**src/rtl/parity_scan_pkg.sv**
```systemverilog
// rtl/parity_scan_pkg.sv - shared types and constants for the parity scan controller
package parity_scan_pkg;

    localparam int PKG_ADDR_W = 4;
    localparam logic [PKG_ADDR_W-1:0] LAST_ADDR = '1;

    typedef enum logic [2:0] {
        ST_IDLE     = 3'd0,
        ST_SCAN_SET = 3'd1,
        ST_SCAN_CHK = 3'd2,
        ST_HOST_SET = 3'd3,
        ST_HOST_CHK = 3'd4,
        ST_DONE     = 3'd5
    } state_t;

    typedef enum logic {
        SLOT_SCAN = 1'b0,
        SLOT_HOST = 1'b1
    } slot_t;

endpackage

```
**src/rtl/parity_eval.sv**
```systemverilog
// rtl/parity_eval.sv - even-parity check of a data word against its stored parity bit
module parity_eval #(
    parameter int DATA_W = 8
) (
    input  logic [DATA_W-1:0] data,
    input  logic              parity,
    output logic              mismatch
);

    assign mismatch = parity != (^data);

endmodule

```
**src/rtl/parity_scan_ctrl.sv**
```systemverilog
// rtl/parity_scan_ctrl.sv - parity scan sequencer with interleaved host reads
module parity_scan_ctrl
    import parity_scan_pkg::*;
#(
    parameter int ADDR_W    = 4,
    parameter int DATA_W    = 8,
    parameter int ERR_CNT_W = 5
) (
    input  logic                 clock,
    input  logic                 reset,
    input  logic                 start,
    output logic                 busy,
    output logic                 done,
    input  logic                 host_req,
    input  logic [ADDR_W-1:0]    host_addr,
    output logic                 host_gnt,
    output logic [DATA_W-1:0]    host_data,
    output logic                 host_perr,
    output logic [ADDR_W-1:0]    mem_addr,
    input  logic [DATA_W-1:0]    mem_data,
    input  logic                 mem_parity,
    output logic [ERR_CNT_W-1:0] err_count,
    output logic                 err_valid,
    output logic [ADDR_W-1:0]    first_err_addr
);

    localparam logic [ADDR_W-1:0] LAST_PTR = ADDR_W'(LAST_ADDR);

    state_t              state, state_nxt;
    slot_t               last_slot;
    logic                scan_active;
    logic [ADDR_W-1:0]   scan_ptr;
    logic [ADDR_W-1:0]   host_addr_q;
    logic                mismatch;
    logic                host_wins;

    parity_eval #(.DATA_W(DATA_W)) u_parity_eval (
        .data     (mem_data),
        .parity   (mem_parity),
        .mismatch (mismatch)
    );

    // The grant pulse cycle is blind to host_req so a dropping requester is not re-served.
    assign host_wins = host_req && !host_gnt && (state == ST_IDLE || last_slot != SLOT_HOST);

    always_comb begin
        state_nxt = state;
        case (state)
            ST_IDLE: begin
                if (host_wins)  state_nxt = ST_HOST_SET;
                else if (start) state_nxt = ST_SCAN_SET;
            end
            ST_SCAN_SET: state_nxt = ST_SCAN_CHK;
            ST_SCAN_CHK: begin
                if (scan_ptr == LAST_PTR) state_nxt = ST_DONE;
                else if (host_wins)       state_nxt = ST_HOST_SET;
                else                      state_nxt = ST_SCAN_SET;
            end
            ST_HOST_SET: state_nxt = ST_HOST_CHK;
            ST_HOST_CHK: state_nxt = scan_active ? ST_SCAN_SET : ST_IDLE;
            ST_DONE:     state_nxt = ST_IDLE;
            default:     state_nxt = ST_IDLE;
        endcase
    end

    always_ff @(posedge clock or negedge reset) begin
        if (!reset) begin
            state          <= ST_IDLE;
            last_slot      <= SLOT_SCAN;
            scan_active    <= 1'b0;
            scan_ptr       <= '0;
            host_addr_q    <= '0;
            mem_addr       <= '0;
            host_gnt       <= 1'b0;
            host_data      <= '0;
            host_perr      <= 1'b0;
            err_count      <= '0;
            err_valid      <= 1'b0;
            first_err_addr <= '0;
        end else begin
            state    <= state_nxt;
            host_gnt <= 1'b0;
            if (state_nxt == ST_HOST_SET) host_addr_q <= host_addr;
            case (state)
                ST_IDLE: begin
                    if (start) begin
                        scan_active    <= 1'b1;
                        scan_ptr       <= '0;
                        err_count      <= '0;
                        err_valid      <= 1'b0;
                        first_err_addr <= '0;
                    end
                end
                ST_SCAN_SET: begin
                    mem_addr  <= scan_ptr;
                    last_slot <= SLOT_SCAN;
                end
                ST_SCAN_CHK: begin
                    if (mismatch) begin
                        if (err_count != '1) err_count <= err_count + 1'b1;
                        if (!err_valid) begin
                            err_valid      <= 1'b1;
                            first_err_addr <= mem_addr;
                        end
                    end
                    if (scan_ptr == LAST_PTR) scan_active <= 1'b0;
                    else                      scan_ptr    <= scan_ptr + 1'b1;
                end
                ST_HOST_SET: begin
                    mem_addr  <= host_addr_q;
                    last_slot <= SLOT_HOST;
                end
                ST_HOST_CHK: begin
                    host_data <= mem_data;
                    host_perr <= mismatch;
                    host_gnt  <= 1'b1;
                end
                default: ;
            endcase
        end
    end

    assign busy = scan_active;
    assign done = (state == ST_DONE);

endmodule

```
**config.mk**
```make
export PLATFORM = sky130hd
export DESIGN_NAME = parity_scan_ctrl
export DESIGN_NICKNAME = d
export VERILOG_FILES = /design/src/rtl/parity_scan_pkg.sv /design/src/rtl/parity_eval.sv /design/src/rtl/parity_scan_ctrl.sv
export SDC_FILE = /design/constraint.sdc
export NUM_CORES = 1
export LEC_CHECK = 0
export BUFFER_PORTS_ARGS = -buffer_cell sky130_fd_sc_hd__buf_2
export CAP_MARGIN = 20
export CELL_PAD_IN_SITES_DETAIL_PLACEMENT = 0
export CELL_PAD_IN_SITES_GLOBAL_PLACEMENT = 2
export CORE_ASPECT_RATIO = 1.25
export CORE_UTILIZATION = 37
export CTS_BUF_LIST = sky130_fd_sc_hd__clkbuf_8
export DETAILED_ROUTE_END_ITERATION = 10
export HOLD_SLACK_MARGIN = 0.15
export PLACE_DENSITY = 0.92
export SKIP_CTS_REPAIR_TIMING = 1
export SLEW_MARGIN = 15
export SYNTH_ARGS = -nofsm -noshare
export SYNTH_HDL_FRONTEND = slang
export SYNTH_SLANG_ARGS = --single-unit
```
**constraint.sdc**
```tcl
create_clock -name clock -period 6.01 [get_ports clock]
set_input_delay 0.601 -clock clock [delete_from_list [all_inputs] [get_ports clock]]
set_output_delay 0.601 -clock clock [all_outputs]
set_load 0.1 [all_outputs]
```
### Yosys cells after proc, flatten, opt, wreduce, memory -nomap -nowiden

Cells that the tools add are included.

* input bits: 17
* bits in read-only memories: 0
* output and inout bits: 26
* bits in registers: 37
* bits in latches: 0
* memory bits (writable): 0
* word-level logic and storage cells: 68
* memories kept: 0

* reduce and logical (&&, ||, !) cells: 13
* $lt $le $gt $ge: 0
* multiplexer cells: 25
* bitwise logic cells: 1
* add/sub/neg operators: 2
* multipliers: 0
* equality and inequality tests: 15
* shift-type cells: 0
* divide/modulo/power cells: 0

Operators by type and width (count)
* $pmux 4 s2: 3
* $mux 4: 4
* $mux 5: 3
* $pmux 3 s5: 1
* $ne 2x2->1 const B: 6
* $pmux 5 s2: 1
* $eq 3x2->1 const B: 3
* $mux 3: 3
* $reduce_and 3->1: 3
* $reduce_and 4->1: 2
* $reduce_xor 8->1: 1
* $eq 3x3->1 const B: 2
* $mux 1: 6
* $pmux 1 s2: 3
* $add 5x1->5 const B: 1
* $ne 5x5->1 const B: 1
* $add 4x1->4 const B: 1
* $eq 4x4->1 const B: 1
* $reduce_bool 2->1: 2
* $eq 3x1->1 const B: 1
* $logic_not 3->1: 1
* $logic_and 1x1->1: 2
* $mux 2: 1
* $logic_not 1->1: 1
* other kinds (3): 3

### Depth between registers and ports, before layout

* word-level depth: 7
* mapped depth: 8
* mapped depth without buffers: 7

### Modules after synthesis

Synthesis repeated with hierarchy kept, for this count alone.

* cells, all modules: 143
* area, all modules: 1774.2 um^2

Modules (own cells, without submodules)
* parity_scan_ctrl: times used 1, cells each 136, area each 1691.6 um^2, seq. area each 925.9 um^2
* parity_eval: times used 1, cells each 7, area each 82.6 um^2, seq. area each 0.0 um^2

### Worst setup path after synthesis

Ideal clock, no wire load.

* path kind: reg2reg
* start: reg err_count[0]
* end: reg err_count[3]
* stages on the path, launching flop included: 8
* path slack: 3554 ps
* library setup time: 122 ps
* clock period less this slack: 2456 ps
* buffers on the path: 0
* required time: 5888 ps
* arrival: 2334 ps
* path through: dfrtp_1 > ha_1 > and3_1 > ha_1 > nand2_1 > o21ai_0 > or4_1 > a32o_1

* word-level cells in the longest chain between the ends: 4
* elaborated cells on any way between the ends: 7
* those cells by class: 1 x add/sub; 2 x eq/ne; 3 x mux; 1 x reduce/logical

Ends and longest elaborated chain
* start, declared: RTL line parity_scan_ctrl.sv:22 `output logic [ERR_CNT_W-1:0] err_count,`
* start signal, assigned: RTL line parity_scan_ctrl.sv:100 `if (err_count != '1) err_count <= err_count + 1'b1;`
* $add 5x1->5: RTL line parity_scan_ctrl.sv:100
* $mux 5: RTL line parity_scan_ctrl.sv:100
* $mux 5: RTL line parity_scan_ctrl.sv:99 `if (mismatch) begin`
* $pmux 5 s2: RTL line parity_scan_ctrl.sv:84 `case (state)`

Several ways; a longest one is shown, not always the timed one. The select of a mux whose other input is x is not followed.
A chain may end at the register's enable or synchronous reset.

### Final worst setup path

* start: reg state[1]
* end: out done

* word-level cells in the longest chain between the ends: 1

Ends and longest elaborated chain
* start, declared: RTL line parity_scan_ctrl.sv:29 `state_t state, state_nxt;`
* start signal, assigned: RTL line parity_scan_ctrl.sv:81 `state <= state_nxt;`
* $eq 3x3->1: RTL line parity_scan_ctrl.sv:124 `assign done = (state == ST_DONE);`
* end, declared: RTL line parity_scan_ctrl.sv:13 `output logic done,`

No other way between the ends.

==> summary.txt <==
Global routing
  • Largest net degree at the start of global routing: 38
  • Initial antenna violation count: 0
  • Vias in the first global route: roughly 1300
  • GRT Util Overall: 0.159
  • GRT overflow: 0
  • First-pass GRT wire length: slightly above 6 mm

Synth
  • Post-synth top cells: dfrtp_1, nand2_1, mux2i_1
  • Mean Syn Cell Area: 11.1 um^2
  • EDFF count, synth: 0
  • Dominant cell type by area after synthesis: dfrtp_1
  • Most common flop cell mapped by yosys: dfrtp_1
  • Area contributors post-synth: dfrtp_1, mux2_1, mux2i_1
  • Count leader, synth: dfrtp_1
  • Seq/Total Area, Yosys: 0.521
  • Share of the synthesized area in the top cell type: 0.521
  • Syn Nets: 180
  • Synth unique cells: 35
  • Mapped Cells: 160
  • Ys async rst share: 1.00
  • Yosys Warn Count: 0
  • Yosys reg bits: 37
  • Synthesized cell area: around 1800 um^2

Critical path
  • Worst Setup End Kind: output pin
  • R2r setup slk: 3930 ps
  • Worst Setup SP: state[1]$_DFF_PN0_
  • Worst-path maximum fanout: 17
  • Arrival time worst endpoint: around 1800 ps
  • Reg2reg start: err_count[0]$_DFFE_PN0P_
  • Crit path kind: reg2out
  • FF-to-FF End: err_count[3]$_DFFE_PN0P_
  • Reg2Reg Depth: 7
  • Crit start category: register
  • WP data required: between 5000 and 6000 ps

Routing
  • Routed Antenna Nets: 0
  • DR DRC count: 0
  • TritonRoute pass-1 iters: 4
  • Drt via density: about 5.1
  • Routed wire length: about 3.6 mm
  • DR iter-0 viols: just under 80
  • Via count: 1325
  • Per-cell routed wire length: 14.0 um

Placed design
  • Routability cong.: between 0.7 and 0.8
  • Dpl hpwl: approximately 2.8 mm
  • IO buf count: 42

Timing
  • Fmax: a little over 0.4 GHz
  • Final hold vios: 0
  • Final setup fails: 0
  • Worst Max-Slew Pin Slew: just over 800 ps
  • Final period util: 0.401
  • Unrepaired setup endpoints after global routing: false
  • Count of pins over their slew limit: 0
  • Sum Neg Setup Slack: 0 ps
  • Clock period minus worst slack: approximately 2400 ps
  • Clk_skew: a little under 5 ps
  • Max-slew headroom: 0.452

Floorplan
  • Initial core utilization: 0.395
  • Die ar.: 5080 um^2
  • Die X: 64.0 um
  • Std-Cell Rows: 27
  • Core area: about 4500 um^2
  • Die height: 79.5 um
  • IO Count: 43

Final layout
  • Fillers: between 400 and 500
  • Number of diodes: 0
  • Layout area overhead: 18.9%
  • Fin nets: between 200 and 250
  • Layout cells sized above 1: 0.267

Clocking
  • H-Tree Level Count: 2
  • Clk buf depth: 2
  • Worst-path clk slew: ~60 ps
  • Clock Latency Late Sink: ~280 ps
  • Clk root buf: clkbuf_8
  • CTS tree: yes
  • CTS sink count: 37
  • Num CTS Buffers: 5

Hold path
  • Hold WC Path Type: in2async

Job
  • Max-cap viol count: 0

Run status
  • Status: finished clean
[cell usage in the layout (no fill, tap or decap), drive strengths merged]
cell type  Yosys  routed
a32o           1       1
o21ai         14      14
nor2           5       5
o31ai          2       2
buf            1      43
a31o           1       1
o211ai         1       1
nor3           2       2
a211oi         1       1
nand3          4       4
or4            1       1
inv            9      12
xnor2          6       6
a21oi          6       6
ha             3       3
mux2i         12      12
a311oi         1       1
nor2b          1       1
clkbuf         8       5
dfrtp         37      37
a22o           1       1
or2            1       1
nor4           3       3
and3           5       5
nor3b          1       1
o311a          1       1
mux2          12      12
xnor3          1       1
nand2b         1       1
nand2         18      18
[per-layer routing]
layer / global-route usage / part of all wire / vias up
met5: 0 / 0 / -
met4: 0.0614 / 0.015 / 0
met3: 0.0386 / 0.035 / 5
met2: 0.281 / 0.53 / 22
met1: 0.183 / 0.42 / 658
li1: - / - / 640
[cells by family (layout without fill, tap and decap cells)]
family,Yosys count,in the layout,synth area share
AOI/OAI and AO/OA,29,29,0.0993
adders and majority gates,3,3,0.0211
buffers and inverters,18,60,0.0380
muxes,24,24,0.144
DFF,37,37,0.521
and+or+nand+nor,42,42,0.130
xor gates and xnor gates,7,7,0.0472
[metrics by stage]
step	hold slack, ps	std cells	area (um^2)	util	worst slack, ps
final	418	260	2110	0.470	3600
after global routing	471	260	2110	0.470	3500
after CTS	439	260	2110	0.470	3580
after detailed placement	471	252	2030	0.453	3540
after global placement	466	252	2030	0.453	3580
after floorplan	305	160	1780	-	3550
[worst max-delay path by stage]
stage / cells after the start / end / slack (ps)
floorplan: 7 / err_count[3]$_DFFE_PN0P_ / 3550
global placement: 6 / err_count[3]$_DFFE_PN0P_ / 3580
detailed placement: 6 / err_count[3]$_DFFE_PN0P_ / 3540
CTS: 3 / done / 3580
global route: 3 / done / 3500
finish: 3 / done / 3600
[cell type report]
type                            count  area [um^2]  share of cell area
Sequential cell                    37          926               0.438
Multi-Input combinational cell    105          783               0.371
Timing Repair Buffer               43          218               0.103
Tap cell                           58         72.6              0.0343
Clock buffer                        5         68.8              0.0326
Inverter                            9         33.8              0.0160
Clock inverter                      3         11.3             0.00533
[worst max-delay path, cell delays in order (launching register included)]
cell	delay, ps
dfrtp_1	610
inv_2	310
and3_1	190
buf_2	420
[sequential cells by signal, indices dropped and copies added (netlist names), 3 cells and up]
| signal | cells |
|---|---|
| mem_addr | 4 |
| err_count | 5 |
| state | 3 |
| scan_ptr | 4 |
| host_addr_q | 4 |
| first_err_addr | 4 |
| host_data | 8 |
Power is left out: the tool's default activity adds up to more than one toggle a clock period on the data nets, which glitch-free logic cannot reach.
